<file path="config.mk">
export PLATFORM = sky130hd
export DESIGN_NAME = wb_arbiter
export DESIGN_NICKNAME = d
export VERILOG_FILES = /design/src/rtl/wb_arbiter.sv
export SDC_FILE = /design/constraint.sdc
export NUM_CORES = 1
export LEC_CHECK = 0
export ABC_AREA = 1
export BUFFER_PORTS_ARGS = -buffer_cell sky130_fd_sc_hd__buf_2
export CORE_MARGIN = 2
export CORE_UTILIZATION = 35
export CTS_BUF_LIST = sky130_fd_sc_hd__clkbuf_16
export CTS_CLUSTER_DIAMETER = 150
export CTS_CLUSTER_SIZE = 28
export DETAILED_ROUTE_END_ITERATION = 8
export GPL_TIMING_DRIVEN = 0
export SYNTH_ARGS = -nofsm -noshare
export SYNTH_HDL_FRONTEND = slang
export SYNTH_SLANG_ARGS = --single-unit
</file>
<file path="constraint.sdc">
create_clock -name clk_i -period 1.7 [get_ports clk_i]
set_input_delay 0 -clock clk_i [delete_from_list [all_inputs] [get_ports clk_i]]
set_output_delay 0 -clock clk_i [all_outputs]
set_load 0.03 [all_outputs]
</file>
<file path="src/rtl/wb_arbiter.sv">
// Write-back arbiter for the 32x32 register file: merges ALU results and buffered
// load results onto the single write port and tracks outstanding loads per register.
module wb_arbiter #(
    parameter int DATA_W     = 32,
    parameter int ADDR_W     = 5,
    parameter int FIFO_DEPTH = 2,
    localparam int CNT_W     = $clog2(FIFO_DEPTH) + 1,
    localparam int PTR_W     = $clog2(FIFO_DEPTH),
    localparam int NREG      = 2 ** ADDR_W
) (
    input  logic              clk_i,
    input  logic              rst_i,
    input  logic              alu_valid_i,
    input  logic [ADDR_W-1:0] alu_rd_i,
    input  logic [DATA_W-1:0] alu_data_i,
    input  logic              ld_issue_i,
    input  logic [ADDR_W-1:0] ld_issue_rd_i,
    input  logic              ld_valid_i,
    input  logic [ADDR_W-1:0] ld_rd_i,
    input  logic [DATA_W-1:0] ld_data_i,
    output logic              ld_ready_o,
    input  logic [ADDR_W-1:0] rs1_addr_i,
    input  logic [ADDR_W-1:0] rs2_addr_i,
    output logic              rs1_busy_o,
    output logic              rs2_busy_o,
    output logic              regs_wr_en_o,
    output logic [ADDR_W-1:0] rd_addr_o,
    output logic [DATA_W-1:0] rd_data_o,
    output logic [CNT_W-1:0]  fifo_count_o,
    output logic              err_o
);

    localparam logic [CNT_W-1:0] FULL = CNT_W'(FIFO_DEPTH);

    logic [ADDR_W-1:0] fifo_rd_q   [FIFO_DEPTH];
    logic [ADDR_W-1:0] fifo_rd_d   [FIFO_DEPTH];
    logic [DATA_W-1:0] fifo_data_q [FIFO_DEPTH];
    logic [DATA_W-1:0] fifo_data_d [FIFO_DEPTH];
    logic [PTR_W-1:0]  wr_ptr_q, wr_ptr_d, rd_ptr_q, rd_ptr_d;
    logic [CNT_W-1:0]  count_q, count_d;
    logic [NREG-1:0]   busy_q, busy_d;
    logic              wr_en_q, wr_en_d;
    logic [ADDR_W-1:0] rd_addr_q, rd_addr_d;
    logic [DATA_W-1:0] rd_data_q, rd_data_d;
    logic              err_q, err_d;

    logic              push_s, pop_s;
    logic [ADDR_W-1:0] head_rd_s;
    logic [DATA_W-1:0] head_data_s;
    logic              issue_err_s, stray_err_s;

    // Readiness depends on the current count only, so a same-cycle pop never frees a slot.
    always_comb begin
        ld_ready_o  = !rst_i && (count_q != FULL);
        push_s      = ld_valid_i && ld_ready_o;
        pop_s       = !alu_valid_i && (count_q != {CNT_W{1'b0}});
        head_rd_s   = fifo_rd_q[rd_ptr_q];
        head_data_s = fifo_data_q[rd_ptr_q];
        // Re-issuing a register whose load retires at this very edge is legal.
        issue_err_s = ld_issue_i && busy_q[ld_issue_rd_i]
                      && !(pop_s && (head_rd_s == ld_issue_rd_i));
        stray_err_s = push_s && (ld_rd_i != {ADDR_W{1'b0}}) && !busy_q[ld_rd_i]
                      && !(ld_issue_i && (ld_issue_rd_i == ld_rd_i));
    end

    // Next-state: write-port selection, FIFO update, scoreboard and error flag.
    always_comb begin
        fifo_rd_d   = fifo_rd_q;
        fifo_data_d = fifo_data_q;
        wr_ptr_d    = wr_ptr_q;
        rd_ptr_d    = rd_ptr_q;
        count_d     = count_q;
        busy_d      = busy_q;
        wr_en_d     = 1'b0;
        rd_addr_d   = rd_addr_q;
        rd_data_d   = rd_data_q;
        err_d       = err_q | issue_err_s | stray_err_s;

        if (alu_valid_i) begin
            wr_en_d   = (alu_rd_i != {ADDR_W{1'b0}});
            rd_addr_d = alu_rd_i;
            rd_data_d = alu_data_i;
        end else if (pop_s) begin
            wr_en_d   = (head_rd_s != {ADDR_W{1'b0}});
            rd_addr_d = head_rd_s;
            rd_data_d = head_data_s;
            rd_ptr_d  = rd_ptr_q + PTR_W'(1);
            busy_d[head_rd_s] = 1'b0;
        end else begin
            wr_en_d = 1'b0;
        end

        if (push_s) begin
            fifo_rd_d[wr_ptr_q]   = ld_rd_i;
            fifo_data_d[wr_ptr_q] = ld_data_i;
            wr_ptr_d              = wr_ptr_q + PTR_W'(1);
        end else begin
            wr_ptr_d = wr_ptr_q;
        end

        case ({push_s, pop_s})
            2'b10:   count_d = count_q + CNT_W'(1);
            2'b01:   count_d = count_q - CNT_W'(1);
            default: count_d = count_q;
        endcase

        // Applied after the clear so a same-edge issue keeps the register busy.
        if (ld_issue_i) begin
            busy_d[ld_issue_rd_i] = 1'b1;
        end else begin
            busy_d = busy_d;
        end
        busy_d[0] = 1'b0;
    end

    // State register with synchronous reset.
    always_ff @(posedge clk_i) begin
        if (rst_i) begin
            for (int i = 0; i < FIFO_DEPTH; i++) begin
                fifo_rd_q[i]   <= {ADDR_W{1'b0}};
                fifo_data_q[i] <= {DATA_W{1'b0}};
            end
            wr_ptr_q  <= {PTR_W{1'b0}};
            rd_ptr_q  <= {PTR_W{1'b0}};
            count_q   <= {CNT_W{1'b0}};
            busy_q    <= {NREG{1'b0}};
            wr_en_q   <= 1'b0;
            rd_addr_q <= {ADDR_W{1'b0}};
            rd_data_q <= {DATA_W{1'b0}};
            err_q     <= 1'b0;
        end else begin
            fifo_rd_q   <= fifo_rd_d;
            fifo_data_q <= fifo_data_d;
            wr_ptr_q    <= wr_ptr_d;
            rd_ptr_q    <= rd_ptr_d;
            count_q     <= count_d;
            busy_q      <= busy_d;
            wr_en_q     <= wr_en_d;
            rd_addr_q   <= rd_addr_d;
            rd_data_q   <= rd_data_d;
            err_q       <= err_d;
        end
    end

    assign rs1_busy_o   = busy_q[rs1_addr_i];
    assign rs2_busy_o   = busy_q[rs2_addr_i];
    assign regs_wr_en_o = wr_en_q;
    assign rd_addr_o    = rd_addr_q;
    assign rd_data_o    = rd_data_q;
    assign fifo_count_o = count_q;
    assign err_o        = err_q;

endmodule

</file>
==> flow_summary.rst, run 1 <==
.. list-table::
   :header-rows: 1

   * - Metric
     - Value
   * - Cell area after synthesis
     - 7460 µm²
   * - GRT Residual Overflow
     - 0
   * - Worst Setup Slack post-DPL
     - -0.179 ns
   * - Met2 global-route usage
     - 0.383
   * - Antenna-violating nets left
     - 0
   * - Power density of the placed cells
     - 1000 nW/µm²
   * - Least-Margin Pin Slew
     - 1.15 ns
   * - Sum of negative setup slack
     - 0 ns
   * - Worst setup path category
     - reg2out
   * - Met3 Track Usage GR
     - 0.0454
   * - Warning count from the yosys run
     - 0
   * - Slack of the worst reg-to-reg path
     - 0.10 ns
   * - DR WL/cell
     - 16.3 µm
   * - Remaining routing DRC violations
     - 0
   * - Layout Area Growth over Synthesis
     - 34.9%
   * - CTS tree
     - yes
   * - Post-Syn Area per Cell
     - 6.61 µm²
   * - Root cell of the clock tree
     - clkbuf_16
   * - RSZ-0062 raised after global routing
     - yes
   * - Initial cell density of the core
     - 0.356
   * - RD Place Congestion
     - 0.918
   * - Top-Level Pins
     - 138
   * - Grt met1 use
     - 0.326
   * - Final Hold Violating Endpoints
     - 0
   * - Worst min-delay path endpoint
     - busy_q[24]
   * - Proportion of layout cells with a drive suffix above 1
     - 0.205
   * - Highest-count cells in the layout ignoring fill and taps
     - nand2_1, a21oi_1, buf_2
   * - Commonest non-fill, non-tap cell in the layout
     - nand2_1
   * - Synthesized instance count
     - 1128
   * - Core utilization of the finished layout
     - 0.480
   * - Maximum number of pins on one net before global-route repair
     - 17
   * - Peak supply drop
     - 0.768 mV
   * - Clock Latency Late Sink
     - 0.43 ns
   * - Max Transition Viols Final
     - 0
   * - Count of maximum capacitance violations
     - 0
   * - Run status
     - completed
   * - Detailed router's first-iteration violation count
     - 673
   * - Leakage power figure
     - 0.00440 µW
   * - Detail Placement HPWL
     - 19300 µm
   * - Initial antenna violation count
     - 1
   * - Die X-Extent
     - 150 µm
   * - Clock transition at the registers of the reported paths
     - 0.07 ns
   * - Power Total
     - 10100 µW
   * - Layout net count
     - 1456
   * - Total clock buffers created by CTS
     - 17
   * - Startpoint of the lowest-slack hold path
     - ld_issue_rd_i[2]
   * - Critical register-to-register path endpoint
     - regs_wr_en_o
   * - Final worst slack
     - 0.0701 ns
   * - Busiest metal layer after global routing
     - met2
   * - Port buffer count
     - 133
   * - Worst Path Max Fanout
     - 3
   * - Wire length of the first global-routing pass
     - 42500 µm
   * - Number of library cell types mapped by synthesis
     - 27
   * - Final period utilization
     - 0.959
   * - Vertical extent of the die
     - 150 µm
   * - Routed vias
     - 8523
   * - Worst min path class
     - in2reg
   * - Post-synthesis register bit count
     - 148
   * - Depth of the worst register-to-register path
     - 6
   * - Beginning of the worst register-to-register path
     - rd_ptr_q
   * - Cell count of the worst hold path
     - 4
   * - Number of global-route vias before repair
     - 8000
   * - Minimum period implied by the final worst setup slack
     - 1.63 ns
   * - Net count of the mapped netlist
     - 1223
   * - Number of cell rows
     - 53
   * - Detailed Routing Iterations Pass 1
     - 5
   * - Final Routed Wirelength
     - 26800 µm
   * - Number of levels in the clock H-tree
     - 4
   * - Max Root-Sink Buffers
     - 2
   * - Arrival time of data at the critical path endpoint
     - 1.63 ns
   * - Total of fill cells in the finished design
     - 2197
   * - Sequential area share after synthesis
     - 0.397
   * - Setup-violating endpoint count in the final report
     - 0
   * - Clock net sink count
     - 148
   * - Per-cell via count in the routed design
     - 5.17
   * - Worst relative slew slack
     - 0.225
   * - Std-Cell Core Area
     - 21000 µm²
   * - F_max
     - 614 MHz
   * - Critical path startpoint category
     - flop
   * - Clock tree skew after final layout
     - 0.0110 ns
   * - Gr usage total
     - 0.241
   * - CP Capture Type
     - output pin
   * - Required arrival time at the worst endpoint
     - 1.70 ns
   * - Die Footprint
     - 22500 µm²
## state kept, by name, summed over array words and instances, names as in the netlist
| register | flops |
|---|---|
| err_o | 1 |
| rd_data_o | 32 |
| rd_ptr_q | 1 |
| regs_wr_en_o | 1 |
| fifo_data_q | 64 |
| busy_q | 31 |
| rd_addr_o | 5 |
| wr_ptr_q | 1 |
| fifo_count_o | 2 |
| fifo_rd_q | 10 |
## cells in the mapped netlist, drive strengths merged
| master | count | area (µm²) |
|---|---|---|
| a21oi | 174 | 875 |
| dfxtp | 148 | 2960 |
| o21ai | 182 | 911 |
| clkbuf | 37 | 141 |
| nor2 | 96 | 375 |
| nand3 | 53 | 265 |
| buf | 33 | 164 |
| inv | 106 | 398 |
| and3 | 1 | 6.26 |
| o22ai | 3 | 18.8 |
| o41ai | 1 | 8.76 |
| clkinv | 1 | 3.75 |
| nor3 | 14 | 95.1 |
| ha | 1 | 12.5 |
| a31oi | 3 | 18.8 |
| nand2 | 231 | 867 |
| a221oi | 2 | 17.5 |
| xor2 | 1 | 8.76 |
| o211ai | 41 | 308 |
## where the power goes
group / switching, µW / leakage (µW) / total, µW / internal [µW]
logic: 1590 / 0.00289 / 2370 / 777
registers: 140 / 0.00122 / 3880 / 3740
clock network: 1640 / 0.000287 / 3850 / 2200
total: 3380 / 0.00440 / 10100 / 6720
## timing repair
item,CTS,global route
cloned,0,0
endpoints found under the setup margin,35,128
pin swaps,0,9
hold endpoints to repair,116,0
hold buffers,75,0
gates resized for setup,32,79
buffers inserted,1,5
## routing by layer
layer,up-vias,share of wire
met4,0,0.020
met2,273,0.46
li1,4255,-
met3,43,0.064
met5,-,0
met1,3952,0.46
## kinds of logic (layout without fill, tap and decap cells)
kind of cell	after synthesis	count (layout)	synth area share
buf+inv	177	423	0.0948
other cells	0	1	0
xor+xnor	1	1	0.00117
fa+ha+maj	1	1	0.00168
flops	148	148	0.397
simple gates	395	395	0.216
compound gates	406	406	0.289
## through the flow
step / instance area (µm²) / hold WS, ns / std cells
floorplan: 7470 / 0.135 / 1128
global route: 10100 / 0.0294 / 1650
detailed placement: 8480 / 0.243 / 1536
global placement: 8480 / 0.240 / 1536
finish: 10100 / 0.0326 / 1650
CTS: 9880 / 0.0150 / 1644
## how the worst max path moves through the flow
stage | end | from | cells after the start | slack [ns]
floorplan | fifo_count_o[1] | fifo_count_o[1] | 6 | 0.04
global placement | regs_wr_en_o | fifo_rd_q[7] | 6 | -0.16
detailed placement | regs_wr_en_o | fifo_rd_q[7] | 6 | -0.18
CTS | regs_wr_en_o | rd_ptr_q | 6 | -0.02
global route | rs2_busy_o | busy_q[27] | 9 | -0.06
finish | rs1_busy_o | busy_q[17] | 7 | 0.07
## critical path, cell delays in order (launching register included)
cell	delay (ns)
dfxtp_2	0.36
inv_1	0.08
o21ai_0	0.15
a21oi_1	0.06
o21ai_1	0.15
nand3_1	0.09
a21oi_1	0.15
buf_4	0.17
## final cells by class
| type | instances | area, µm² | share of cell area |
|---|---|---|---|
| well taps | 275 | 344 | 0.0342 |
| plain buffers | 70 | 325 | 0.0323 |
| diodes | 1 | 2.50 | 0.000249 |
| inverters | 107 | 407 | 0.0404 |
| flip-flops and latches | 148 | 3010 | 0.299 |
| repair buffers | 214 | 1470 | 0.146 |
| clock inverters | 15 | 168 | 0.0167 |
| multi-input cells | 803 | 3910 | 0.389 |
| clock buffers | 17 | 425 | 0.0423 |
Power figures use the tool's default switching activity.
==> inputs of run 2 (changes only) <==
--- a/config.mk
+++ b/config.mk
@@ -8,12 +8,13 @@
 export ABC_AREA = 1
 export BUFFER_PORTS_ARGS = -buffer_cell sky130_fd_sc_hd__buf_2
 export CORE_MARGIN = 2
-export CORE_UTILIZATION = 35
+export CORE_UTILIZATION = 55
 export CTS_BUF_LIST = sky130_fd_sc_hd__clkbuf_16
 export CTS_CLUSTER_DIAMETER = 150
 export CTS_CLUSTER_SIZE = 28
 export DETAILED_ROUTE_END_ITERATION = 8
 export GPL_TIMING_DRIVEN = 0
+export PLACE_DENSITY = 0.79
 export SYNTH_ARGS = -nofsm -noshare
 export SYNTH_HDL_FRONTEND = slang
 export SYNTH_SLANG_ARGS = --single-unit
==> constraint.sdc (replaced) <==
create_clock -name clk_i -period 1.9 [get_ports clk_i]
set_input_delay 0 -clock clk_i [delete_from_list [all_inputs] [get_ports clk_i]]
set_output_delay 0 -clock clk_i [all_outputs]
set_load 0.03 [all_outputs]
==> flow_summary.rst, run 2 (synthesized netlist as in run 1, its figures left out) <==
.. list-table::
   :header-rows: 1

   * - Metric
     - Value
   * - Worst Path Max Fanout
     - 10 (+7)
   * - Wire length of the first global-routing pass
     - 43300 µm (+2.0%)
   * - Number of cell rows
     - 42 (-21%)
   * - Layout Area Growth over Synthesis
     - 30.7%
   * - Gr usage total
     - 0.378 (+0.137)
   * - Largest register FFs
     - 64 (unchanged)
   * - Leakage power figure
     - 0.00432 µW (-1.8%)
   * - Highest-count cells in the layout ignoring fill and taps
     - nand2_1, o21ai_0, a21oi_1
   * - Cell area after placement
     - 8350 µm² (-1.5%)
   * - Critical Path Start
     - rd_ptr_q
   * - Clock Latency Late Sink
     - 0.43 ns (about the same)
   * - Per-cell via count in the routed design
     - 5.91 (+14%)
   * - Final Routed Wirelength
     - 27500 µm (+2.3%)
   * - Startpoint of the lowest-slack hold path
     - ld_issue_rd_i[2]
   * - Initial antenna violation count
     - 0 (-1)
   * - Final period utilization
     - 0.988
   * - Sequential cell area in the final layout
     - 2960 µm² (-1.4%)
   * - Max Transition Viols Final
     - 0 (unchanged)
   * - Die X-Extent
     - 120 µm (-20%)
   * - Critical path startpoint category
     - flop
   * - Clock tree skew after final layout
     - 0.00696 ns (-0.00408 ns)
   * - Antenna-violating nets left
     - 0 (unchanged)
   * - Detail Placement HPWL
     - 17300 µm (-10%)
   * - Count of maximum capacitance violations
     - 0 (unchanged)
   * - Setup-violating endpoint count in the final report
     - 0 (unchanged)
   * - Number of levels in the clock H-tree
     - 4 (unchanged)
   * - Vertical extent of the die
     - 120 µm (-20%)
   * - Clock transition at the registers of the reported paths
     - 0.06 ns (about the same)
   * - Run status
     - completed
   * - Least-Margin Pin Slew
     - 1.03 ns (-0.124 ns)
   * - Minimum period implied by the final worst setup slack
     - 1.88 ns
   * - Root cell of the clock tree
     - clkbuf_16
   * - Routed vias
     - 9112 (+6.9%)
   * - Commonest non-fill, non-tap cell in the layout
     - nand2_1
   * - Peak supply drop
     - 0.955 mV (+24%)
   * - Clock net sink count
     - 148 (unchanged)
   * - Largest reg by FF count
     - fifo_data_q
   * - Multi-input logic area
     - 3820 µm² (-2.4%)
   * - Std-Cell Core Area
     - 13200 µm² (-37%)
   * - Power Total
     - 9150 µW (-9.4%)
   * - DR WL/cell
     - 17.8 µm (+9.4%)
   * - Antenna diode count
     - 0 (-1)
   * - GRT Residual Overflow
     - 0 (unchanged)
   * - Max Root-Sink Buffers
     - 2 (unchanged)
   * - Port buffer count
     - 133 (unchanged)
   * - Required arrival time at the worst endpoint
     - 2.21 ns (+0.51 ns)
   * - Die Footprint
     - 14500 µm² (-35%)
   * - RD Place Congestion
     - 0.980 (+6.8%)
   * - Worst setup path category
     - reg2reg
   * - CTS tree
     - yes
   * - Total of fill cells in the finished design
     - 1081 (-51%)
   * - Final Cell Area
     - 9740 µm² (-3.1%)
   * - Remaining routing DRC violations
     - 0 (unchanged)
   * - Maximum number of pins on one net before global-route repair
     - 17 (unchanged)
   * - Detailed Routing Iterations Pass 1
     - 6 (+1)
   * - Proportion of layout cells with a drive suffix above 1
     - 0.159 (-0.0465)
   * - Detailed router's first-iteration violation count
     - 1056 (+57%)
   * - Power density of the placed cells
     - 939 nW/µm² (-6.5%)
   * - Worst relative slew slack
     - 0.308 (+0.0831)
   * - Layout net count
     - 1451 (-0.34%)
   * - Beginning of the worst register-to-register path
     - rd_ptr_q
   * - Number of global-route vias before repair
     - 8494 (+6.2%)
   * - CP Capture Type
     - flop
   * - RSZ-0062 raised after global routing
     - yes
   * - Worst min path class
     - in2reg
   * - Total clock buffers created by CTS
     - 17 (unchanged)
   * - Arrival time of data at the critical path endpoint
     - 2.19 ns (+0.56 ns)
   * - F_max
     - 533 MHz
   * - Initial cell density of the core
     - 0.563 (+0.207)
   * - Final Hold Violating Endpoints
     - 0 (unchanged)
   * - Top-Level Pins
     - 138 (unchanged)
[run 2: cell types whose count changed in the layout (fill, tap and decap cells not counted), moves of 7 or more]
cell,before,now
nand2_1,222,229
o21ai_1,27,6
dfxtp_1,125,147
o21ai_0,153,176
dfxtp_2,17,1
clkbuf_2,11,3
[run 2: metal layers]
| metal | track usage | wire length [µm] | vias up |
|---|---|---|---|
| met1 | 0.487 | 10500 | 4166 |
| met2 | 0.613 | 12800 | 594 |
| met5 | 0 | 0 | - |
| met4 | 0.163 | 1090 | 0 |
| met3 | 0.0802 | 3120 | 116 |
| li1 | - | - | 4236 |
[run 2: report_power, final]
group	internal, µW	total, µW	switching, µW
clock network	2180	3570	1390
logic	661	2090	1430
registers	3350	3490	136
total	6200	9150	2950
[run 2: what timing repair did]
action,in CTS,in global routing
setup endpoints to repair,8,38
pin swaps,0,1
endpoints found under the hold margin,115,0
gates cloned,0,0
resized for setup,1,14
hold buffers,74,0
setup buffers,0,2
[run 2: layout make-up]
| type | count | share of cell area |
|---|---|---|
| buffer | 70 | 0.0315 |
| tap | 176 | 0.0226 |
| timing repair buffer | 209 | 0.146 |
| inverter | 107 | 0.0412 |
| sequential | 148 | 0.304 |
| clock inverter | 13 | 0.0187 |
| multi-input combinational | 803 | 0.392 |
| clock buffer | 17 | 0.0437 |
[run 2: worst paths after layout]
path              cells past startpoint  slack [ns]              end
hold reg to reg                       2        0.45  fifo_data_q[51]
setup reg to reg                      6        0.02    rd_data_o[29]
hold / removal                        4        0.03        busy_q[1]
setup / recovery                      6        0.02    rd_data_o[29]
[run 2: through the flow]
step                       util  setup slack, ns  TNS (ns)  hold slack, ns  cells
final                     0.736           0.0224         0          0.0341   1543
after global routing      0.736          -0.0348    -0.129          0.0643   1543
after CTS                 0.733           0.0167         0          0.0105   1541
after detailed placement  0.631          -0.0387    -0.215           0.242   1437
after global placement    0.631          0.00332         0           0.235   1437
after floorplan               -           0.0195         0           0.135   1128
[run 2: critical path, stage by stage, from the launching register on]
cell and delay [ns]:
dfxtp_1 0.36, inv_2 0.17, buf_2 0.26, buf_1 0.51, nand2_1 0.13, o211ai_1 0.17, a21oi_1 0.13
